File: config.mk
export PLATFORM = sky130hd
export DESIGN_NAME = spi_relay_bridge
export DESIGN_NICKNAME = d
export VERILOG_FILES = /design/src/rtl/spi_relay_pkg.sv /design/src/rtl/spi_word_fifo.sv /design/src/rtl/spi_relay_bridge.sv
export SDC_FILE = /design/constraint.sdc
export NUM_CORES = 1
export LEC_CHECK = 0
export ABC_CLOCK_PERIOD_IN_PS = 8700
export BUFFER_PORTS_ARGS = -buffer_cell sky130_fd_sc_hd__buf_4
export CAP_MARGIN = 20
export CORE_AREA = 4 4 132 134
export DETAILED_ROUTE_END_ITERATION = 12
export DIE_AREA = 0 0 136 138
export PLACE_DENSITY = 0.71
export RECOVER_POWER = 100
export SLEW_MARGIN = 20
export SYNTH_ARGS = -nofsm -noshare
export SYNTH_HDL_FRONTEND = slang
export SYNTH_SLANG_ARGS = --single-unit
export TNS_END_PERCENT = 100
File: constraint.sdc
create_clock -name clk -period 8.7 [get_ports clk]
set_clock_uncertainty 0.05 [all_clocks]
set_input_delay 1.74 -clock clk [delete_from_list [all_inputs] [get_ports clk]]
set_output_delay 1.74 -clock clk [all_outputs]
set_load 0.05 [all_outputs]
File: src/rtl/spi_relay_pkg.sv
// Shared types and helpers for the SPI relay bridge: TX state encoding,
// channel-index width helper and synchroniser depth.
package spi_relay_pkg;

  localparam int SYNC_DEPTH = 2;

  typedef enum logic [2:0] {
    TX_IDLE,
    TX_SETUP,
    TX_HI,
    TX_LO,
    TX_HOLD,
    TX_GAP
  } tx_state_t;

  function automatic int ch_width(input int n);
    return (n <= 2) ? 1 : $clog2(n);
  endfunction

endpackage

File: src/rtl/spi_word_fifo.sv
// Synchronous FIFO holding {channel, word} entries with a registered
// occupancy count; a push into a full FIFO is accepted only alongside a pop.
module spi_word_fifo #(
  parameter int  WIDTH = 18,
  parameter int  DEPTH = 8,
  localparam int LVL_W = $clog2(DEPTH) + 1
) (
  input  logic             clk,
  input  logic             rst_n,
  input  logic             push,
  input  logic [WIDTH-1:0] wr_data,
  input  logic             pop,
  output logic [WIDTH-1:0] rd_data,
  output logic [LVL_W-1:0] level,
  output logic             full,
  output logic             empty
);

  localparam int PTR_W = $clog2(DEPTH);

  logic [WIDTH-1:0] mem_q [DEPTH];
  logic [PTR_W-1:0] wr_ptr_q, wr_ptr_d;
  logic [PTR_W-1:0] rd_ptr_q, rd_ptr_d;
  logic [LVL_W-1:0] level_q, level_d;
  logic             do_push, do_pop;

  assign full    = (level_q == LVL_W'(DEPTH));
  assign empty   = (level_q == '0);
  assign level   = level_q;
  assign rd_data = mem_q[rd_ptr_q];

  always_comb begin
    do_pop   = pop && !empty;
    do_push  = push && (!full || do_pop);
    wr_ptr_d = wr_ptr_q;
    rd_ptr_d = rd_ptr_q;
    level_d  = level_q;
    if (do_push) wr_ptr_d = wr_ptr_q + PTR_W'(1);
    if (do_pop)  rd_ptr_d = rd_ptr_q + PTR_W'(1);
    case ({do_push, do_pop})
      2'b10:   level_d = level_q + LVL_W'(1);
      2'b01:   level_d = level_q - LVL_W'(1);
      default: level_d = level_q;
    endcase
  end

  always_ff @(posedge clk) begin
    if (do_push) mem_q[wr_ptr_q] <= wr_data;
  end

  always_ff @(posedge clk or negedge rst_n) begin
    if (!rst_n) begin
      wr_ptr_q <= '0;
      rd_ptr_q <= '0;
      level_q  <= '0;
    end else begin
      wr_ptr_q <= wr_ptr_d;
      rd_ptr_q <= rd_ptr_d;
      level_q  <= level_d;
    end
  end

endmodule

File: src/rtl/spi_relay_bridge.sv
// Sniffs words off the sensor SPI bus, buffers them and re-emits each as its
// own SPI-master frame. Define SPI_RELAY_CHTAG_EN to prefix frames with the channel.
module spi_relay_bridge
  import spi_relay_pkg::*;
#(
  parameter int  WORD_W     = 16,
  parameter int  NUM_CH     = 1,
  parameter int  FIFO_DEPTH = 8,
  parameter int  CLK_DIV    = 4,
  localparam int CH_W       = ch_width(NUM_CH),
  localparam int LVL_W      = $clog2(FIFO_DEPTH) + 1
) (
  input  logic              clk,
  input  logic              rst_n,
  input  logic              in_sck,
  input  logic              in_cs_n,
  input  logic              in_miso,
  output logic              out_sck,
  output logic              out_cs_n,
  output logic              out_mosi,
  output logic [WORD_W-1:0] tap_data,
  output logic [CH_W-1:0]   tap_ch,
  output logic              tap_valid,
  output logic [LVL_W-1:0]  fifo_level,
  output logic              ovf,
  output logic              frame_err,
  input  logic              err_clr
);

  localparam int ENTRY_W = WORD_W + CH_W;
`ifdef SPI_RELAY_CHTAG_EN
  localparam int TX_BITS = CH_W + WORD_W;
`else
  localparam int TX_BITS = WORD_W;
`endif
  localparam int BC_W   = $clog2(WORD_W);
  localparam int CNT_W  = $clog2(NUM_CH + 1);
  localparam int TMR_W  = $clog2(2 * CLK_DIV);
  localparam int BITS_W = $clog2(TX_BITS);

  // {sck, cs_n, miso} synchroniser chain plus {sck, cs_n} history for edges
  logic [2:0] sync_q [SYNC_DEPTH];
  logic [2:0] sync_d [SYNC_DEPTH];
  logic [1:0] hist_q, hist_d;
  logic       sck_s, cs_s, miso_s;
  logic       sck_rise, cs_fall, cs_rise;

  always_comb begin
    sync_d[0] = {in_sck, in_cs_n, in_miso};
    for (int i = 1; i < SYNC_DEPTH; i++) sync_d[i] = sync_q[i-1];
    hist_d = sync_q[SYNC_DEPTH-1][2:1];
  end

  assign sck_s    = sync_q[SYNC_DEPTH-1][2];
  assign cs_s     = sync_q[SYNC_DEPTH-1][1];
  assign miso_s   = sync_q[SYNC_DEPTH-1][0];
  assign sck_rise = sck_s & ~hist_q[1];
  assign cs_fall  = ~cs_s & hist_q[0];
  assign cs_rise  = cs_s & ~hist_q[0];

  logic [BC_W-1:0]   bit_cnt_q, bit_cnt_d;
  logic [CNT_W-1:0]  ch_cnt_q, ch_cnt_d;
  logic [WORD_W-2:0] shift_q, shift_d;
  logic [WORD_W-1:0] tap_data_q, tap_data_d;
  logic [CH_W-1:0]   tap_ch_q, tap_ch_d;
  logic              tap_valid_q, tap_valid_d;
  logic              ovf_q, ovf_d;
  logic              frame_err_q, frame_err_d;
  logic [WORD_W-1:0] word_full;
  logic              fifo_push, fifo_pop, fifo_full, fifo_empty;
  logic              frame_ev, ovf_ev;
  logic [ENTRY_W-1:0] fifo_rd;

  assign word_full = {shift_q, miso_s};

  always_comb begin
    bit_cnt_d   = bit_cnt_q;
    ch_cnt_d    = ch_cnt_q;
    shift_d     = shift_q;
    tap_data_d  = tap_data_q;
    tap_ch_d    = tap_ch_q;
    tap_valid_d = 1'b0;
    fifo_push   = 1'b0;
    frame_ev    = 1'b0;
    if (cs_fall) begin
      bit_cnt_d = '0;
      ch_cnt_d  = '0;
    end else if (cs_rise) begin
      frame_ev  = (bit_cnt_q != '0);
      bit_cnt_d = '0;
    end else if (sck_rise && !cs_s) begin
      shift_d = word_full[WORD_W-2:0];
      if (bit_cnt_q == BC_W'(WORD_W - 1)) begin
        bit_cnt_d = '0;
        // a word beyond the frame's channel count is flagged, never forwarded
        if (ch_cnt_q == CNT_W'(NUM_CH)) begin
          frame_ev = 1'b1;
        end else begin
          tap_data_d  = word_full;
          tap_ch_d    = ch_cnt_q[CH_W-1:0];
          tap_valid_d = 1'b1;
          fifo_push   = 1'b1;
          ch_cnt_d    = ch_cnt_q + CNT_W'(1);
        end
      end else begin
        bit_cnt_d = bit_cnt_q + BC_W'(1);
      end
    end
    ovf_ev      = fifo_push && fifo_full && !fifo_pop;
    ovf_d       = ovf_ev   ? 1'b1 : (err_clr ? 1'b0 : ovf_q);
    frame_err_d = frame_ev ? 1'b1 : (err_clr ? 1'b0 : frame_err_q);
  end

  always_ff @(posedge clk or negedge rst_n) begin
    if (!rst_n) begin
      for (int i = 0; i < SYNC_DEPTH; i++) sync_q[i] <= 3'b010;
      hist_q      <= 2'b01;
      bit_cnt_q   <= '0;
      ch_cnt_q    <= '0;
      shift_q     <= '0;
      tap_data_q  <= '0;
      tap_ch_q    <= '0;
      tap_valid_q <= 1'b0;
      ovf_q       <= 1'b0;
      frame_err_q <= 1'b0;
    end else begin
      sync_q      <= sync_d;
      hist_q      <= hist_d;
      bit_cnt_q   <= bit_cnt_d;
      ch_cnt_q    <= ch_cnt_d;
      shift_q     <= shift_d;
      tap_data_q  <= tap_data_d;
      tap_ch_q    <= tap_ch_d;
      tap_valid_q <= tap_valid_d;
      ovf_q       <= ovf_d;
      frame_err_q <= frame_err_d;
    end
  end

  spi_word_fifo #(
    .WIDTH (ENTRY_W),
    .DEPTH (FIFO_DEPTH)
  ) u_fifo (
    .clk     (clk),
    .rst_n   (rst_n),
    .push    (fifo_push),
    .wr_data ({ch_cnt_q[CH_W-1:0], word_full}),
    .pop     (fifo_pop),
    .rd_data (fifo_rd),
    .level   (fifo_level),
    .full    (fifo_full),
    .empty   (fifo_empty)
  );

  logic [TX_BITS-1:0] tx_load;
`ifdef SPI_RELAY_CHTAG_EN
  assign tx_load = fifo_rd;
`else
  logic unused_ch;
  assign tx_load   = fifo_rd[WORD_W-1:0];
  assign unused_ch = ^fifo_rd[ENTRY_W-1:WORD_W];
`endif

  tx_state_t          tx_state_q;
  logic [TMR_W-1:0]   tmr_q;
  logic [BITS_W-1:0]  bits_q;
  logic [TX_BITS-1:0] sr_q;
  logic               out_sck_q, out_cs_n_q, out_mosi_q;

  assign fifo_pop = (tx_state_q == TX_IDLE) && !fifo_empty;

  // every state dwells CLK_DIV cycles except GAP, which dwells twice that
  always_ff @(posedge clk or negedge rst_n) begin
    if (!rst_n) begin
      tx_state_q <= TX_IDLE;
      tmr_q      <= '0;
      bits_q     <= '0;
      sr_q       <= '0;
      out_sck_q  <= 1'b0;
      out_cs_n_q <= 1'b1;
      out_mosi_q <= 1'b0;
    end else begin
      case (tx_state_q)
        TX_IDLE: begin
          if (!fifo_empty) begin
            sr_q       <= tx_load;
            out_mosi_q <= tx_load[TX_BITS-1];
            out_cs_n_q <= 1'b0;
            tmr_q      <= TMR_W'(CLK_DIV - 1);
            bits_q     <= BITS_W'(TX_BITS - 1);
            tx_state_q <= TX_SETUP;
          end
        end
        TX_SETUP: begin
          if (tmr_q == '0) begin
            out_sck_q  <= 1'b1;
            tmr_q      <= TMR_W'(CLK_DIV - 1);
            tx_state_q <= TX_HI;
          end else begin
            tmr_q <= tmr_q - TMR_W'(1);
          end
        end
        TX_HI: begin
          if (tmr_q == '0) begin
            out_sck_q  <= 1'b0;
            sr_q       <= {sr_q[TX_BITS-2:0], 1'b0};
            out_mosi_q <= sr_q[TX_BITS-2];
            tmr_q      <= TMR_W'(CLK_DIV - 1);
            tx_state_q <= TX_LO;
          end else begin
            tmr_q <= tmr_q - TMR_W'(1);
          end
        end
        TX_LO: begin
          if (tmr_q == '0) begin
            tmr_q <= TMR_W'(CLK_DIV - 1);
            if (bits_q != '0) begin
              bits_q     <= bits_q - BITS_W'(1);
              out_sck_q  <= 1'b1;
              tx_state_q <= TX_HI;
            end else begin
              tx_state_q <= TX_HOLD;
            end
          end else begin
            tmr_q <= tmr_q - TMR_W'(1);
          end
        end
        TX_HOLD: begin
          if (tmr_q == '0) begin
            out_cs_n_q <= 1'b1;
            tmr_q      <= TMR_W'(2 * CLK_DIV - 1);
            tx_state_q <= TX_GAP;
          end else begin
            tmr_q <= tmr_q - TMR_W'(1);
          end
        end
        TX_GAP: begin
          if (tmr_q == '0) tx_state_q <= TX_IDLE;
          else             tmr_q      <= tmr_q - TMR_W'(1);
        end
        default: tx_state_q <= TX_IDLE;
      endcase
    end
  end

  assign out_sck   = out_sck_q;
  assign out_cs_n  = out_cs_n_q;
  assign out_mosi  = out_mosi_q;
  assign tap_data  = tap_data_q;
  assign tap_ch    = tap_ch_q;
  assign tap_valid = tap_valid_q;
  assign ovf       = ovf_q;
  assign frame_err = frame_err_q;

endmodule
* Yosys cells after proc, flatten, opt, wreduce, memory -nomap -nowiden
Memory sizes are Yosys's and may differ from the RTL's.
Index checks and enable logic that the tools add are counted.
** Storage, ports and cells
- Bits in registers :: 85
- Memory bits (writable) :: 136
- Input bits :: 6
- Output and inout bits :: 27
- Word-level logic and storage cells :: 148
- Memories :: 1
** Memory list
- u_fifo.mem_q :: depth 8, bits a word 17, read ports 1, clocked after Yosys merged registers in 0, write ports 1, RTL line spi_word_fifo.sv:21 : logic [WIDTH-1:0] mem_q [DEPTH];
** Cells by class
- Add/subtract/negate cells :: 8
- Eq/ne operators :: 18
- Multiplexer cells :: 55
- Bitwise operators :: 9
- Reductions and logical operators :: 37
** Operator list (number)
- 2-to-1 mux 3 bit :: 11
- 2-to-1 mux 15 bit :: 2
- case mux 15 bit (2 select lines) :: 1
- 2-to-1 mux 4 bit :: 7
- 2-to-1 mux 1 bit :: 27
- != test 2 bit (second input constant) :: 9
- case mux 3 bit (6 select lines) :: 1
- case mux 4 bit (2 select lines) :: 2
- nonzero test 2 bit :: 8
- AND reduction 3 bit :: 5
- case mux 3 bit (4 select lines) :: 1
- nonzero test 4 bit :: 3
- AND reduction 5 bit :: 2
- adder 4 x 1 -> 4 bit (second input constant) :: 2
- == test 4 bit (second input constant) :: 2
- subtractor 4 x 1 -> 4 bit (second input constant) :: 2
- adder 3 x 1 -> 3 bit (second input constant) :: 2
- == test 3 x 2 -> 1 bit (second input constant) :: 2
- == test 3 bit (second input constant) :: 2
- logical AND 1 bit :: 6
- zero test 3 bit :: 2
- inverter 1 bit :: 6
- AND reduction 6 bit :: 1
- nonzero test 3 bit :: 2
- 13 further kinds :: 19

* Longest topological paths before layout
Gate-level depths: netlist of the first run.
- Depth after elaboration :: 9
- Mapped depth :: 12
- Depth with buffers taken out :: 11

* Hierarchy
From an unflattened synthesis of the first run, not the netlist that was laid out.
** Unflattened totals
- Cells, all modules :: 547
- Area, all modules :: 9256.4 um^2
** By module, submodules not included
- spi_word_fifo :: instances 1, cells each 263, area an instance 5890.6 um^2, seq. area each 4334.2 um^2
- spi_relay_bridge :: instances 1, cells each 284, area an instance 3365.7 um^2, seq. area each 1881.8 um^2

* Worst setup path before layout of the first run
No wires, ideal clock.
- Path kind :: reg2reg
- Start :: reg hist_q[0]
- End :: mem u_fifo.mem_q[1][0] in the netlist's numbering, enable pin
- Setup time :: 0.409 ns
- Arrival :: 2.860 ns
- Slack :: 5.381 ns
- Stages on the path, launching flop included :: 9
- Buffers on the path :: 1
- Cell sequence :: dfstp_2 inv_1 ha_1 nor3_1 nand2_1 inv_1 buf_4 nand3_1 nor3_1
** Between the ends
- Cells in the longest elaborated chain, start to end :: 7
- Elaborated cells on any way between the ends :: 8
- Classes of those cells :: mux (4); bitwise (3); reduce/logical (1)
** Ends and longest elaborated chain
- start: declaration :: RTL line spi_relay_bridge.sv:44 : logic [1:0] hist_q, hist_d;
- start signal: assignment :: RTL line spi_relay_bridge.sv:128 : hist_q <= hist_d;
- inverter 1 bit :: RTL line spi_relay_bridge.sv:59 : assign cs_rise = cs_s & ~hist_q[0];
- bitwise AND 1 bit :: RTL line spi_relay_bridge.sv:59
- 2-to-1 mux 1 bit :: RTL line spi_relay_bridge.sv:88 : end else if (cs_rise) begin
- 2-to-1 mux 1 bit * :: RTL line spi_relay_bridge.sv:85 : if (cs_fall) begin
- named net fifo_push :: RTL line spi_relay_bridge.sv:70 : logic fifo_push, fifo_pop, fifo_full, fifo_empty;
- logical AND 1 bit * :: RTL line spi_word_fifo.sv:34 : do_push = push && (!full || do_pop);
- 2-to-1 mux 1 bit * :: RTL line spi_word_fifo.sv:48 : if (do_push) mem_q[wr_ptr_q] <= wr_data;
- 2-to-1 mux 1 bit (implied by the code) * :: RTL line spi_word_fifo.sv:48
- end: declaration :: RTL line spi_word_fifo.sv:21
Mark *: on every way through the listed nets, which the timed path passes. The rest lies on a longest branch.

==> flow_summary_export.csv, run 1 <==
group,metric,value,unit
status,outcome,"finished, violations left",
status,failing_checks,"capacitance limit, slew limit",
die,top_level_ports,33,
clock_network,cts_buffer_count,22,
die,placeableCoreArea,16300,um^2
die,initial_cell_density_of_the_core,54.0,%
power,power.share.combinational,23.2,%
timing,post-route-min-period,5.18,ns
timing,rsz0062_at_grt,"no",
min_path,hold_class,"flip-flop to flip-flop",
yosys,postSynth.asyncResetShare,39.9,%
critical_path,critPathLaunchType,"primary input",
timing,finalHoldViolations,0,
placed_design,globalplace.congestion,0.799,
power,power_frac_seq,47.2,%
critical_path,worst-path-max-fanout,61,
yosys,synth_edf_count,128,
die,die-area,18800,um^2
yosys,flip_flop_and_latch_count_after_synthesis,213,
placed_design,dp_hpwl,10200,um
power,sw_power,909,uW
clock_network,tritoncts,"yes",
power,power_report.internal_total,1.99,mW
detailed_routing,drt.antenna.violating_nets,0,
clock_network,ctsLongestPathBuffers,3,
critical_path,critical-path-top-delay-family,"buffers and inverters",
detailed_routing,via_count,4911,
yosys,synth.cells.most_frequent,"128 x sky130_fd_sc_hd__edfxtp_1, 81 x sky130_fd_sc_hd__dfrtp_1, 62 x sky130_fd_sc_hd__mux2i_1, 35 x sky130_fd_sc_hd__nor2_1",
yosys,yosysSeqAreaShare,67.9,%
layout,insertedDiodeCount,0,
critical_path,crit_path_cell_trace,"clkbuf_1 > clkbuf_1",
layout,n_fill_cell,1256,
flow_run,max_cap_viol_count,4,
timing,worst_slew_margin_rel,-125,%
clock_network,clk_transition_reported_paths,0.06,ns
timing,worst_slew_pin_slew,3.37,ns
power,power.density,298,nW/um^2
yosys,count_of_unique_library_cells_instantiated_by_yosys,60,
timing,timing.setup.tns,0,ns
detailed_routing,drc,0,
detailed_routing,firstDrtPassIters,5,
clock_network,clk_root_buffer_cell,"sky130_fd_sc_hd__clkbuf_16",
detailed_routing,average_wire_length_per_cell_after_detail_routing,18.1,um
yosys,yosysMostFrequentCell,"sky130_fd_sc_hd__edfxtp_1",
power,p_clk_share,29.6,%
global_routing,grt_overflow_total,0,
timing,final_max_slew_viol_count,161,
die,die_w,136,um
global_routing,grt_start_max_net_pins,65,
clock_network,clock_tree.htree_level_count,1,
yosys,syn_area_per_cell,14.7,um^2
yosys,synth_top_cell_by_area,"sky130_fd_sc_hd__edfxtp_1",
clock_network,cts.repair.resized,0,
detailed_routing,detail_route.vias_per_cell,5.68,
yosys,postSynth.topFlopCell,"sky130_fd_sc_hd__edfxtp_1",
power,vdd_drop_max,0.184,mV
die,num_rows,47,
yosys,yosysWarnings,0,
critical_path,criticalPathCategory,"primary input to async pin",
global_routing,vias_in_the_first_global_route,4961,
yosys,synth.net_count,618,
power,p_leak,3.76,nW
detailed_routing,routed_wire_length,15700,um
timing,tightest_hold_margin,0.300,ns
yosys,synth_area_leaders,"sky130_fd_sc_hd__edfxtp_1 44%, sky130_fd_sc_hd__dfrtp_1 23%, sky130_fd_sc_hd__mux2i_1 7.1%",
clock_network,cts_hold_repair.buffers,0,
yosys,post_synth_inst_count,600,
critical_path,worst_ep_arrival_time,5.01,ns
critical_path,worst_stage_delay_on_the_critical_path,2.33,ns
critical_path,crit_path_top_delay_cell,"sky130_fd_sc_hd__clkbuf_1",
layout,final_core_util,59.6,%
clock_network,postCtsSetupRepairBufs,0,
timing,clock.fmax,0.193,GHz
power,p_sw_share,31.4,%
detailed_routing,first_drt_iteration_drcs,381,
layout,final_net_count,647,
critical_path,cp.required,8.53,ns
yosys,netlist_area_pre_place,8800,um^2
clock_network,cts.sink_count,213,
placed_design,port_buffer_cells,31,
critical_path,cpMostUsedCell,"sky130_fd_sc_hd__clkbuf_1",
placed_design,placedCellCount,825,
layout,layoutNonFillerInstCount,865,
global_routing,grt_antenna_before_repair,0,
die,die-height,138,um
timing,setup_failing_eps_final,0,
global_routing,grt_pass1_wl,26500,um
clock_network,clock_latency_at_the_later_pin_of_the_worst_skew_pair,0.50,ns
yosys,synth_top_cell_area_share,43.7,%
layout,area_growth,10.4,%
layout,layout-drive-gt1-share,12.4,%
global_routing,groute.usage.overall,17.3,%
critical_path,cp_num_buf_inv,2,
critical_path,worst_setup_path_end_kind,"async pin",
timing,fin_crit_sh,59.5,%
-- power by group through the flow --
stage          clock [mW]  sequential, mW  combinational (mW)
2_1_floorplan           0            1.32               0.545
3_3_place_gp            0            1.38               0.634
4_1_cts             0.880            1.37               0.659
3_5_place_dp            0            1.39               0.655
6_report            0.857            1.37               0.673
5_1_grt             0.932            1.40               0.739
-- through the flow --
step	setup slack (ns)	cell area, um^2	power, mW
floorplan	5.38	8800	1.87
global placement	5.02	9210	2.02
detailed placement	4.93	9220	2.05
CTS	4.92	9890	2.91
global route	2.64	9710	3.07
finish	3.52	9710	2.90
-- state kept, by name, summed over array words and instances (netlist names), 2 cells and up --
register and cells:
u_fifo.mem_q 128, tap_data 16, tx_state_q 3, shift_q 15, sr_q 15, bit_cnt_q 4
tmr_q 3, u_fifo.level 4, u_fifo.wr_ptr_q 3, u_fifo.rd_ptr_q 3, bits_q 4, hist_q 2
sync_d 3
-- layer usage --
layer | vias to the layer above | part of all wire, % | global-route usage, %
met5 | - | 0 | 0
met4 | 0 | 1.8 | 4.08
met3 | 24 | 4.7 | 2.80
met2 | 117 | 47 | 26.6
met1 | 2444 | 46 | 26.3
li1 | 2326 | - | -
-- kinds of logic after synthesis --
family	synth area share, %
adder cells (fa/ha/maj)	1.79
XOR/XNOR	0.498
flip-flops	67.9
multiplexers	12.2
AO/OA/AOI/OAI	7.71
AND/OR/NAND/NOR	7.45
buffers and inverters	2.39
other	0.0426
-- cells in the final DEF (no fill, tap or decap), types with 4 or more instances in the layout --
| cell | netlist | routed |
|---|---|---|
| sky130_fd_sc_hd__a21oi_1 | 7 | 7 |
| sky130_fd_sc_hd__o21ai_0 | 7 | 7 |
| sky130_fd_sc_hd__nand3_1 | 23 | 23 |
| sky130_fd_sc_hd__mux2_2 | 33 | 32 |
| sky130_fd_sc_hd__mux2i_1 | 62 | 63 |
| sky130_fd_sc_hd__clkbuf_1 | 12 | 39 |
| sky130_fd_sc_hd__ha_1 | 11 | 11 |
| sky130_fd_sc_hd__clkbuf_16 | 0 | 22 |
| sky130_fd_sc_hd__dfrtp_1 | 81 | 81 |
| sky130_fd_sc_hd__nor2_1 | 35 | 35 |
| sky130_fd_sc_hd__clkinv_2 | 0 | 4 |
| sky130_fd_sc_hd__a31oi_1 | 17 | 17 |
| sky130_fd_sc_hd__or4_1 | 4 | 4 |
| sky130_fd_sc_hd__xnor2_1 | 4 | 4 |
| sky130_fd_sc_hd__edfxtp_1 | 128 | 128 |
| sky130_fd_sc_hd__a22oi_1 | 33 | 33 |
| sky130_fd_sc_hd__nand2_1 | 33 | 34 |
| sky130_fd_sc_hd__nand2b_1 | 4 | 4 |
| sky130_fd_sc_hd__inv_1 | 17 | 17 |
| sky130_fd_sc_hd__and2_1 | 5 | 4 |
| sky130_fd_sc_hd__nor3_1 | 6 | 6 |
-- path summary, 6_finish.rpt --
path / start / endpoint / slack (ns) / depth (start not counted)
min reg2reg: sync_d[0] / miso_s / 0.30 / 0
min: sync_d[0] / miso_s / 0.30 / 0
max in group clk: cs_s / u_fifo.mem_q[1][0] / 4.47 / 7
max reg2reg: cs_s / u_fifo.mem_q[1][0] / 4.47 / 7
max: rst_n / tap_data[15] / 3.52 / 2
min in group asynchronous: rst_n / out_mosi / 1.44 / 1
-- cell type report --
cell class              count  area, um^2  area share (%)
clock inverters             8        55.1           0.567
multi-input cells         339        2570            26.5
flip-flops and latches    213        5980            61.5
repair buffers             36         150            1.55
well taps                 220         275            2.83
inverters                  17        63.8           0.657
clock buffers              32         618            6.36
Power figures use the tool's default switching activity.
==> inputs of run 2 (changes only) <==
ABC_CLOCK_PERIOD_IN_PS = 5400   (was 8700)
clock period = 5.4 ns   (was 8.7 ns; I/O delays follow)
==> run 2 against run 1 <==
Flip-flop and latch count is the same. The run still ends with capacitance limit, slew limit left. Via count is 0.88% higher. Clock power grew 74%. Cell area rose by 0.80%. Critical path depth increased by 2. Worst setup slack worse by 2.4 ns. Power increased by 64%. Hold slack better by 0.0060 ns. Highest routed layer unchanged.
==> flow_summary_export.csv, run 2 (same netlist as run 1, synthesis figures left out) <==
group,metric,value,unit
critical_path,cpMostUsedCell,"sky130_fd_sc_hd__nor3_1",
timing,setup_failing_eps_final,0,
global_routing,grt_pass1_wl,26800,um
layout,layout-drive-gt1-share,13.2,%
placed_design,placement.cell_area,9230,um^2
clock_network,postCtsSetupRepairBufs,0,
critical_path,worst_setup_path_end_kind,"flip-flop",
die,top_level_ports,33,
die,num_rows,47,
global_routing,groute.usage.overall,17.8,%
timing,worst_slew_margin_rel,-52.0,%
detailed_routing,via_count,4954,
layout,layout_common_cells,"128 x sky130_fd_sc_hd__edfxtp_1, 80 x sky130_fd_sc_hd__dfrtp_1, 63 x sky130_fd_sc_hd__mux2i_1",
timing,timing.setup.tns,0,ns
status,outcome,"finished, violations left",
global_routing,grt_antenna_before_repair,0,
detailed_routing,detail_route.vias_per_cell,5.72,
die,die-height,138,um
clock_network,cts_buffer_count,22,
detailed_routing,drc,0,
clock_network,clock_tree.htree_level_count,1,
timing,post-route-min-period,4.23,ns
critical_path,criticalPathCategory,"flip-flop to flip-flop",
die,die_w,136,um
detailed_routing,drt.antenna.violating_nets,0,
placed_design,globalplace.congestion,0.800,
power,vdd_drop_max,0.295,mV
clock_network,cts.repair.resized,0,
power,p_total,4.74,mW
global_routing,grt_start_max_net_pins,65,
layout,largest_register_ffs,128,
timing,final_max_slew_viol_count,49,
clock_network,cts.sink_count,213,
timing,worst_slew_pin_slew,2.26,ns
die,placeableCoreArea,16300,um^2
timing,rsz0062_at_grt,"no",
critical_path,crit_path_top_delay_cell,"sky130_fd_sc_hd__nor3_1",
placed_design,port_buffer_cells,31,
min_path,hold_class,"flip-flop to flip-flop",
clock_network,tritoncts,"yes",
die,die-area,18800,um^2
critical_path,critPathLaunchType,"flip-flop",
detailed_routing,routed_wire_length,16200,um
critical_path,worst_ep_arrival_time,4.25,ns
critical_path,worst-path-max-fanout,19,
timing,clock.fmax,0.236,GHz
global_routing,grt_overflow_total,0,
timing,fin_crit_sh,78.4,%
global_routing,vias_in_the_first_global_route,5052,
clock_network,clock_latency_at_the_later_pin_of_the_worst_skew_pair,0.51,ns
timing,finalHoldViolations,0,
layout,mostFrequentLayoutCell,"sky130_fd_sc_hd__edfxtp_1",
power,p_leak,3.82,nW
detailed_routing,first_drt_iteration_drcs,340,
critical_path,crit_path_cell_trace,"nor3_1 > o2111ai_1 > or2_2 > nor3_1",
detailed_routing,average_wire_length_per_cell_after_detail_routing,18.7,um
layout,final_net_count,648,
clock_network,ctsLongestPathBuffers,3,
clock_network,clk_root_buffer_cell,"sky130_fd_sc_hd__clkbuf_16",
layout,area_growth,11.3,%
flow_run,max_cap_viol_count,2,
layout,n_fill_cell,1248,
placed_design,dp_hpwl,10500,um
critical_path,worst_stage_delay_on_the_critical_path,1.70,ns
detailed_routing,firstDrtPassIters,5,
layout,insertedDiodeCount,0,
status,failing_checks,"capacitance limit, slew limit",
critical_path,cp.required,5.42,ns
layout,summed_area_of_non_filler_cells_in_the_final_layout,9790,um^2
die,initial_cell_density_of_the_core,54.0,%
clock_network,cts_hold_repair.buffers,0,
clock_network,clk_transition_reported_paths,0.06,ns
layout,max_flop_register,"u_fifo.mem_q",
timing,tightest_hold_margin,0.306,ns
power,power.density,484,nW/um^2
==> run 2: changes by cell type in the layout (fill, tap and decap cells not counted), moves of 2 or more <==
cell,before,now
sky130_fd_sc_hd__clkbuf_1,39,36
sky130_fd_sc_hd__clkbuf_16,22,24
sky130_fd_sc_hd__clkinvlp_4,2,0
sky130_fd_sc_hd__clkinv_2,4,6
==> run 2: area by class of cell <==
cell class              instances  area, um^2  area share [%]
clock inverters                 9        85.1           0.869
multi-input cells             339        2560            26.2
inverters                      17        63.8           0.652
repair buffers                 37         179            1.83
clock buffers                  31         647            6.61
well taps                     220         275            2.81
flip-flops and latches        213        5980            61.1
==> run 2: per-stage QoR <==
| step | cells | util [%] | worst slack, ns |
|---|---|---|---|
| 6_report | 866 | 60.1 | 1.17 |
| 5_1_grt | 866 | 60.1 | 0.904 |
| 4_1_cts | 865 | 61.2 | 1.75 |
| 3_5_place_dp | 825 | 56.7 | 1.82 |
| 3_3_place_gp | 825 | 56.6 | 1.71 |
| 2_1_floorplan | 600 | - | 2.08 |
==> run 2: report_power, final <==
| part | internal (mW) | switching (mW) |
|---|---|---|
| Combinational | 0.461 | 0.653 |
| Sequential | 1.91 | 0.232 |
| Clock | 0.889 | 0.601 |
| Total | 3.26 | 1.49 |
==> run 2: metal layers <==
metal / GRT usage (%) / part of all wire, % / wire length (um) / up-vias
li1: - / - / - / 2328
met1: 26.0 / 45 / 7200 / 2501
met2: 28.2 / 49 / 7980 / 104
met3: 2.83 / 4.6 / 747 / 21
met4: 4.56 / 1.4 / 234 / 0
met5: 0 / 0 / 0 / -
==> run 2: path summary, 6_finish.rpt <==
path                                     from                  end  slack [ns]  cells after the start
worst min-delay path                sync_d[0]               miso_s        0.31                      0
worst max-delay path            tx_state_q[2]  u_fifo.mem_q[0][13]        1.17                      4
worst min register to register      sync_d[0]               miso_s        0.31                      0
min in group asynchronous               rst_n              sr_q[1]        0.82                      1
max in group asynchronous               rst_n         tap_data[15]        2.39                      2
worst max register to register  tx_state_q[2]  u_fifo.mem_q[0][13]        1.17                      4
==> run 2: worst max-delay path: cells and delay by family, from the launching register on <==
| family | cells | cell delay (ns) |
|---|---|---|
| AOI/OAI and AO/OA | 1 | 0.40 |
| DFF | 1 | 0.58 |
| and+or+nand+nor | 3 | 2.77 |
